`src/rtl/ulpi_pkg.sv`:
```
// rtl/ulpi_pkg.sv - shared ULPI register-access constants, state encoding and widths
package ulpi_pkg;

  localparam int ADDR_W = 6;
  localparam int DATA_W = 8;

  localparam logic [ADDR_W-1:0] ULPI_FUNC_CTRL = 6'h04;
  localparam logic [ADDR_W-1:0] ULPI_OTG_CTRL  = 6'h0A;
  localparam logic [ADDR_W-1:0] ULPI_SCRATCH   = 6'h16;

  localparam logic [1:0] ST_IDLE  = 2'd0;
  localparam logic [1:0] ST_ISSUE = 2'd1;
  localparam logic [1:0] ST_WAIT  = 2'd2;
  localparam logic [1:0] ST_RESP  = 2'd3;

  typedef enum logic [1:0] {
    S_IDLE  = ST_IDLE,
    S_ISSUE = ST_ISSUE,
    S_WAIT  = ST_WAIT,
    S_RESP  = ST_RESP
  } arb_state_t;

endpackage

```
`src/rtl/ulpi_rr_pick.sv`:
```
// rtl/ulpi_rr_pick.sv - combinational round-robin picker starting after last_grant
module ulpi_rr_pick
  import ulpi_pkg::*;
#(
  parameter int N_REQ = 3,
  parameter int IDX_W = $clog2(N_REQ)
) (
  input  logic [N_REQ-1:0] req,
  input  logic [IDX_W-1:0] last_grant,
  output logic             valid,
  output logic [IDX_W-1:0] idx
);

  logic [IDX_W-1:0] cand;

  // Walk from farthest to nearest so the nearest requester after last_grant wins.
  always_comb begin
    valid = |req;
    idx   = '0;
    cand  = '0;
    for (int i = N_REQ; i >= 1; i--) begin
      cand = IDX_W'((int'(last_grant) + i) % N_REQ);
      if (req[cand]) idx = cand;
    end
  end

endmodule

```
`src/rtl/ulpi_reg_arbiter.sv`:
```
// rtl/ulpi_reg_arbiter.sv - round-robin sequencer sharing the ULPI register port
module ulpi_reg_arbiter
  import ulpi_pkg::*;
#(
  parameter int N_REQ   = 3,
  parameter int TIMEOUT = 255
) (
  input  logic                CLK_60M,
  input  logic                RST_A_USB,
  input  logic [N_REQ-1:0]    REQ,
  input  logic [N_REQ-1:0]    REQ_RW,
  input  logic [6*N_REQ-1:0]  REQ_ADDR,
  input  logic [8*N_REQ-1:0]  REQ_DATA,
  output logic [N_REQ-1:0]    ACK,
  output logic                ACK_FAIL,
  output logic [DATA_W-1:0]   RD_DATA,
  output logic                BUSY,
  input  logic                ULPI_READY,
  output logic                ULPI_REG_EN,
  output logic                ULPI_REG_RW,
  output logic [ADDR_W-1:0]   ULPI_REG_ADDR,
  output logic [DATA_W-1:0]   ULPI_REG_DATA_I,
  input  logic [DATA_W-1:0]   ULPI_REG_DATA_O,
  input  logic                ULPI_REG_DONE,
  input  logic                ULPI_REG_FAIL
);

  localparam int IDX_W = $clog2(N_REQ);
  localparam int WD_W  = $clog2(TIMEOUT + 1);
  localparam logic [WD_W-1:0]  WD_MAX   = WD_W'(TIMEOUT);
  localparam logic [IDX_W-1:0] LAST_RST = IDX_W'(N_REQ - 1);

  arb_state_t       state, state_nxt;
  logic [IDX_W-1:0] grant, last_grant, pick_idx;
  logic             pick_valid;
  logic [WD_W-1:0]  wd, wd_inc;
  logic             grant_load, go_resp, fail_nxt, rd_load;

  ulpi_rr_pick #(.N_REQ(N_REQ), .IDX_W(IDX_W)) u_pick (
    .req        (REQ),
    .last_grant (last_grant),
    .valid      (pick_valid),
    .idx        (pick_idx)
  );

  assign wd_inc = (wd == WD_MAX) ? wd : wd + 1'b1;

  // Priority in WAIT: READY loss, then FAIL, then DONE, then watchdog expiry.
  always_comb begin
    state_nxt  = state;
    grant_load = 1'b0;
    go_resp    = 1'b0;
    fail_nxt   = 1'b0;
    rd_load    = 1'b0;
    unique case (state)
      S_IDLE: begin
        if (ULPI_READY && pick_valid) begin
          grant_load = 1'b1;
          state_nxt  = S_ISSUE;
        end
      end
      S_ISSUE: begin
        if (!ULPI_READY) begin
          go_resp  = 1'b1;
          fail_nxt = 1'b1;
        end else begin
          state_nxt = S_WAIT;
        end
      end
      S_WAIT: begin
        if (!ULPI_READY || ULPI_REG_FAIL) begin
          go_resp  = 1'b1;
          fail_nxt = 1'b1;
        end else if (ULPI_REG_DONE) begin
          go_resp = 1'b1;
          rd_load = !ULPI_REG_RW;
        end else if (wd_inc == WD_MAX) begin
          go_resp  = 1'b1;
          fail_nxt = 1'b1;
        end
      end
      S_RESP: state_nxt = S_IDLE;
      default: state_nxt = S_IDLE;
    endcase
    if (go_resp) state_nxt = S_RESP;
  end

  always_ff @(posedge CLK_60M or posedge RST_A_USB) begin
    if (RST_A_USB) begin
      state           <= S_IDLE;
      grant           <= '0;
      last_grant      <= LAST_RST;
      wd              <= '0;
      ULPI_REG_EN     <= 1'b0;
      ULPI_REG_RW     <= 1'b0;
      ULPI_REG_ADDR   <= '0;
      ULPI_REG_DATA_I <= '0;
      ACK             <= '0;
      ACK_FAIL        <= 1'b0;
      RD_DATA         <= '0;
      BUSY            <= 1'b0;
    end else begin
      state       <= state_nxt;
      ULPI_REG_EN <= grant_load;
      BUSY        <= (state_nxt != S_IDLE);
      ACK         <= go_resp ? (N_REQ'(1) << grant) : '0;
      ACK_FAIL    <= go_resp & fail_nxt;
      wd          <= (state == S_WAIT) ? wd_inc : '0;
      if (grant_load) begin
        grant           <= pick_idx;
        ULPI_REG_RW     <= REQ_RW[pick_idx];
        ULPI_REG_ADDR   <= REQ_ADDR[ADDR_W*pick_idx +: ADDR_W];
        ULPI_REG_DATA_I <= REQ_DATA[DATA_W*pick_idx +: DATA_W];
      end
      if (state == S_RESP) last_grant <= grant;
      if (rd_load) RD_DATA <= ULPI_REG_DATA_O;
    end
  end

endmodule
```
`config.mk`:
```
export PLATFORM = sky130hd
export DESIGN_NAME = ulpi_reg_arbiter
export DESIGN_NICKNAME = d
export VERILOG_FILES = /design/src/rtl/ulpi_pkg.sv /design/src/rtl/ulpi_rr_pick.sv /design/src/rtl/ulpi_reg_arbiter.sv
export SDC_FILE = /design/constraint.sdc
export NUM_CORES = 1
export LEC_CHECK = 0
export CORE_MARGIN = 2
export CORE_UTILIZATION = 44
export CTS_CLUSTER_SIZE = 28
export DETAILED_ROUTE_END_ITERATION = 6
export MAX_ROUTING_LAYER = met4
export PLACE_DENSITY = 0.81
export REMOVE_ABC_BUFFERS = 1
export SYNTH_ARGS = -nofsm -noshare
export SYNTH_HDL_FRONTEND = slang
export SYNTH_SLANG_ARGS = --single-unit
```
`constraint.sdc`:
```
create_clock -name CLK_60M -period 2.4 [get_ports CLK_60M]
set_input_delay 0.48 -clock CLK_60M [delete_from_list [all_inputs] [get_ports CLK_60M]]
set_output_delay 0.48 -clock CLK_60M [all_outputs]
set_load 0.01 [all_outputs]
```
==> flow_summary.yaml <==
synth:
  synthAdderAreaFrac_pct: 4.32
  yosys.area_share.simple_pct: 18.9
  yosysTopAreaCell: "dfrtp_1"
  synth_compound_area_share_pct: 14.0
  netlist_area_um2: 2290
  postSynth.asyncResetShare_pct: 100
  synth_flop_cell: "dfrtp_1"
  synth.most_common_cell: "dfrtp_1"
  syn_area_per_cell_um2: 10.1
  synthTopCellsByArea: "dfrtp_1, mux2i_1, nand2_1"
  ys_seq_area_share_pct: 47.1
  ys_types: 51
  synthCells: 227
  yosys_warnings: 0
  synth-seq-cells: 43
  synth_mux_area_share_pct: 10.9
  synth-xor-area-share_pct: 0.766
  synth_edf_count: 0
  synth.top_cells.by_count: "dfrtp_1, nand2_1, mux2i_1"
  synth_top_area_share_pct: 46.0
  synth_top_family_by_area: "simple AND/OR/NAND/NOR gates"
placement:
  place.gp.congestion: 0.824
  post-place-ws_ps: 160
  place_inst: 383
  place_hpwl_mm: 4.48
  portBuffers: 89
floorplanning:
  die_area_um2: 5790
  rows: 26
  die_x_um: 76.1
  design.portCount: 90
  fp.dieH_um: 76.1
  coreArea_um2: 5070
  start_util_pct: 45.1
setup_path:
  critPathLaunchType: "flip-flop"
  worstReg2RegStart: "state[0]$_DFF_PP0_"
  slowest_stage: "dfrtp_1"
  worst_path_most_repeated_cell: "inv_1"
  end_kind: "flip-flop"
  worst_r2r_path_depth: 6
  r2r_end: "RD_DATA[4]$_DFFE_PP0P_"
  max_stage_delay_ps: 410
  critPathMaxFanout: 8
  crit_path_end: "RD_DATA[4]$_DFFE_PP0P_"
  critPathKind: "reg -> reg"
  crit_chain: "inv_1 > ha_1 > inv_1 > nor4b_1 > nand2_1 > mux2_2"
  crit_start: "state[0]$_DFF_PP0_"
  r2r_slack_ps: 340
  cp.arrival_ps: 2250
  crit_required_ps: 2590
clock_network:
  clockRootBuffer: "clkbuf_8"
  holdBufCountCts: 0
  cts.clk_slew.worst_paths_ps: 80
  cts_buffers: 5
  post-cts-setup-buffers: 0
  clock_latency_ps: 300
  htree_levels: 2
  cts.path.max_buffers: 2
  tritoncts: "yes"
  cts_resized: 0
  cts_sinks: 43
layout:
  regArea_um2: 1080
  final.fill_count: 422
  fin_cells: 391
  multiInputGateArea_um2: 1130
  drive_gt1_share_pct: 10.9
  nNetsFinal: 388
  antenna_cells: 0
  area_delta_synth_final_pct: 49.3
routing:
  routedWlPerCell_um: 14.7
  detail_route.first_pass.iterations: 4
  ant_nets: 0
  drt_wl_total_mm: 5.75
  vias_per_cell: 5.18
  num_vias: 2024
  first_iter_violations: 153
  drc: 0
sta:
  fin_crit_ps: 2060
  slew_viol_final: 0
  tns_ps: 0
  clock_skew_ps: 7.38
  setup_ws_ps: 336
  fin_crit_sh_pct: 86.0
  rsz0062_at_grt: "false"
  fmax_mhz: 484
  worst_pin_slew_ps: 538
  setup_viol: 0
  hold_viol_final: 0
  maxSlewHeadroom_pct: 64.1
pwr:
  leakage_uw: 0.00144
  ir_drop_v: 0.000499
  power_density_nw_per_um2: 1010
  power_uw: 3430
global_routing:
  groute.usage.overall_pct: 21.2
  grt_antenna_before_repair: 0
  overflow: 0
  grt_max_degree: 44
  grt_pass1_wl_mm: 9.54
  grt_pass1_vias: 2071
status:
  status: "completed"
min_path:
  min_path_type: "reg -> reg"
flow_run:
  maxCapViolCount: 0
final cells by class:
class	instances	share of cell area (%)
clock buffers	6	2.42
clock inverters	2	1.03
flip-flops and latches	43	31.5
multi-input cells	164	33.0
repair buffers	96	28.4
inverters	10	1.10
well taps	70	2.57
sequential cells by signal, summed over array words and instances, names as in the netlist, 2 cells and up:
name and flops:
wd 8, last_grant 2, RD_DATA 8, grant 2, ULPI_REG_DATA_I 8, ULPI_REG_ADDR 6, state 2, ACK 3
power breakdown:
group,total [uW],switching [uW],internal (uW)
clock network,585,248,337
logic,1670,765,902
registers,1180,176,1000
total,3430,1190,2240
cells in the final DEF (no fill, tap or decap), types with 2 or more instances in the layout:
master,instances
and3_1,2
inv_1,7
nor4_1,2
clkbuf_8,6
nand2_1,32
mux2i_1,16
nor3_1,7
mux2_2,8
o21ai_0,8
ha_1,7
clkinv_1,2
a211oi_1,3
buf_12,2
nand3_1,13
o211ai_1,13
nor3_2,2
and3b_1,2
a21oi_1,7
a31oi_1,3
buf_4,5
nor2_1,13
dfrtp_1,42
clkdlybuf4s50_1,89
worst max-delay path, delay by kind of cell (launching register included):
kind | cells | cell delay, ps
AND/OR/NAND/NOR | 2 | 560
multiplexers | 1 | 350
adder cells (fa/ha/maj) | 1 | 310
flip-flops | 1 | 410
buffers and inverters | 2 | 320
logic make-up (layout without fill, tap and decap cells):
| group | Yosys count | count (layout) |
|---|---|---|
| buffers and inverters | 20 | 114 |
| XOR/XNOR | 2 | 2 |
| adder cells (fa/ha/maj) | 8 | 8 |
| flip-flops | 43 | 43 |
| AO/OA/AOI/OAI | 44 | 44 |
| multiplexers | 24 | 24 |
| AND/OR/NAND/NOR | 86 | 86 |
through the flow:
stage               cell area, um^2  utilization [%]  hold WS [ps]
CTS                            3410             67.3           510
global route                   3410             67.3           522
global placement               3300             65.0           479
floorplan                      2230                -           469
finish                         3410             67.3           504
detailed placement             3300             65.0           493
metal layers:
metal,GRT usage [%],vias up,share of wire (%)
met5,-,-,0
met4,7.27,0,1.3
met2,34.4,70,48
met1,25.8,945,43
met3,5.69,5,7.5
li1,-,1004,-
worst min path at each step:
stage                                               from                              to  slack, ps  cells after the start
after floorplan                     grant[0]$_DFFE_PP0P_                ACK[0]$_DFF_PP0_        470                      1
after global placement    ULPI_REG_DATA_I[5]$_DFFE_PP0P_  ULPI_REG_DATA_I[5]$_DFFE_PP0P_        480                      2
after detailed placement          RD_DATA[3]$_DFFE_PP0P_          RD_DATA[3]$_DFFE_PP0P_        490                      1
after CTS                           grant[0]$_DFFE_PP0P_                ACK[0]$_DFF_PP0_        510                      1
after global routing                grant[0]$_DFFE_PP0P_                ACK[0]$_DFF_PP0_        520                      1
final                       ULPI_REG_ADDR[2]$_DFFE_PP0P_    ULPI_REG_ADDR[2]$_DFFE_PP0P_        500                      2
Note: power is estimated with default switching activity, not from simulation.
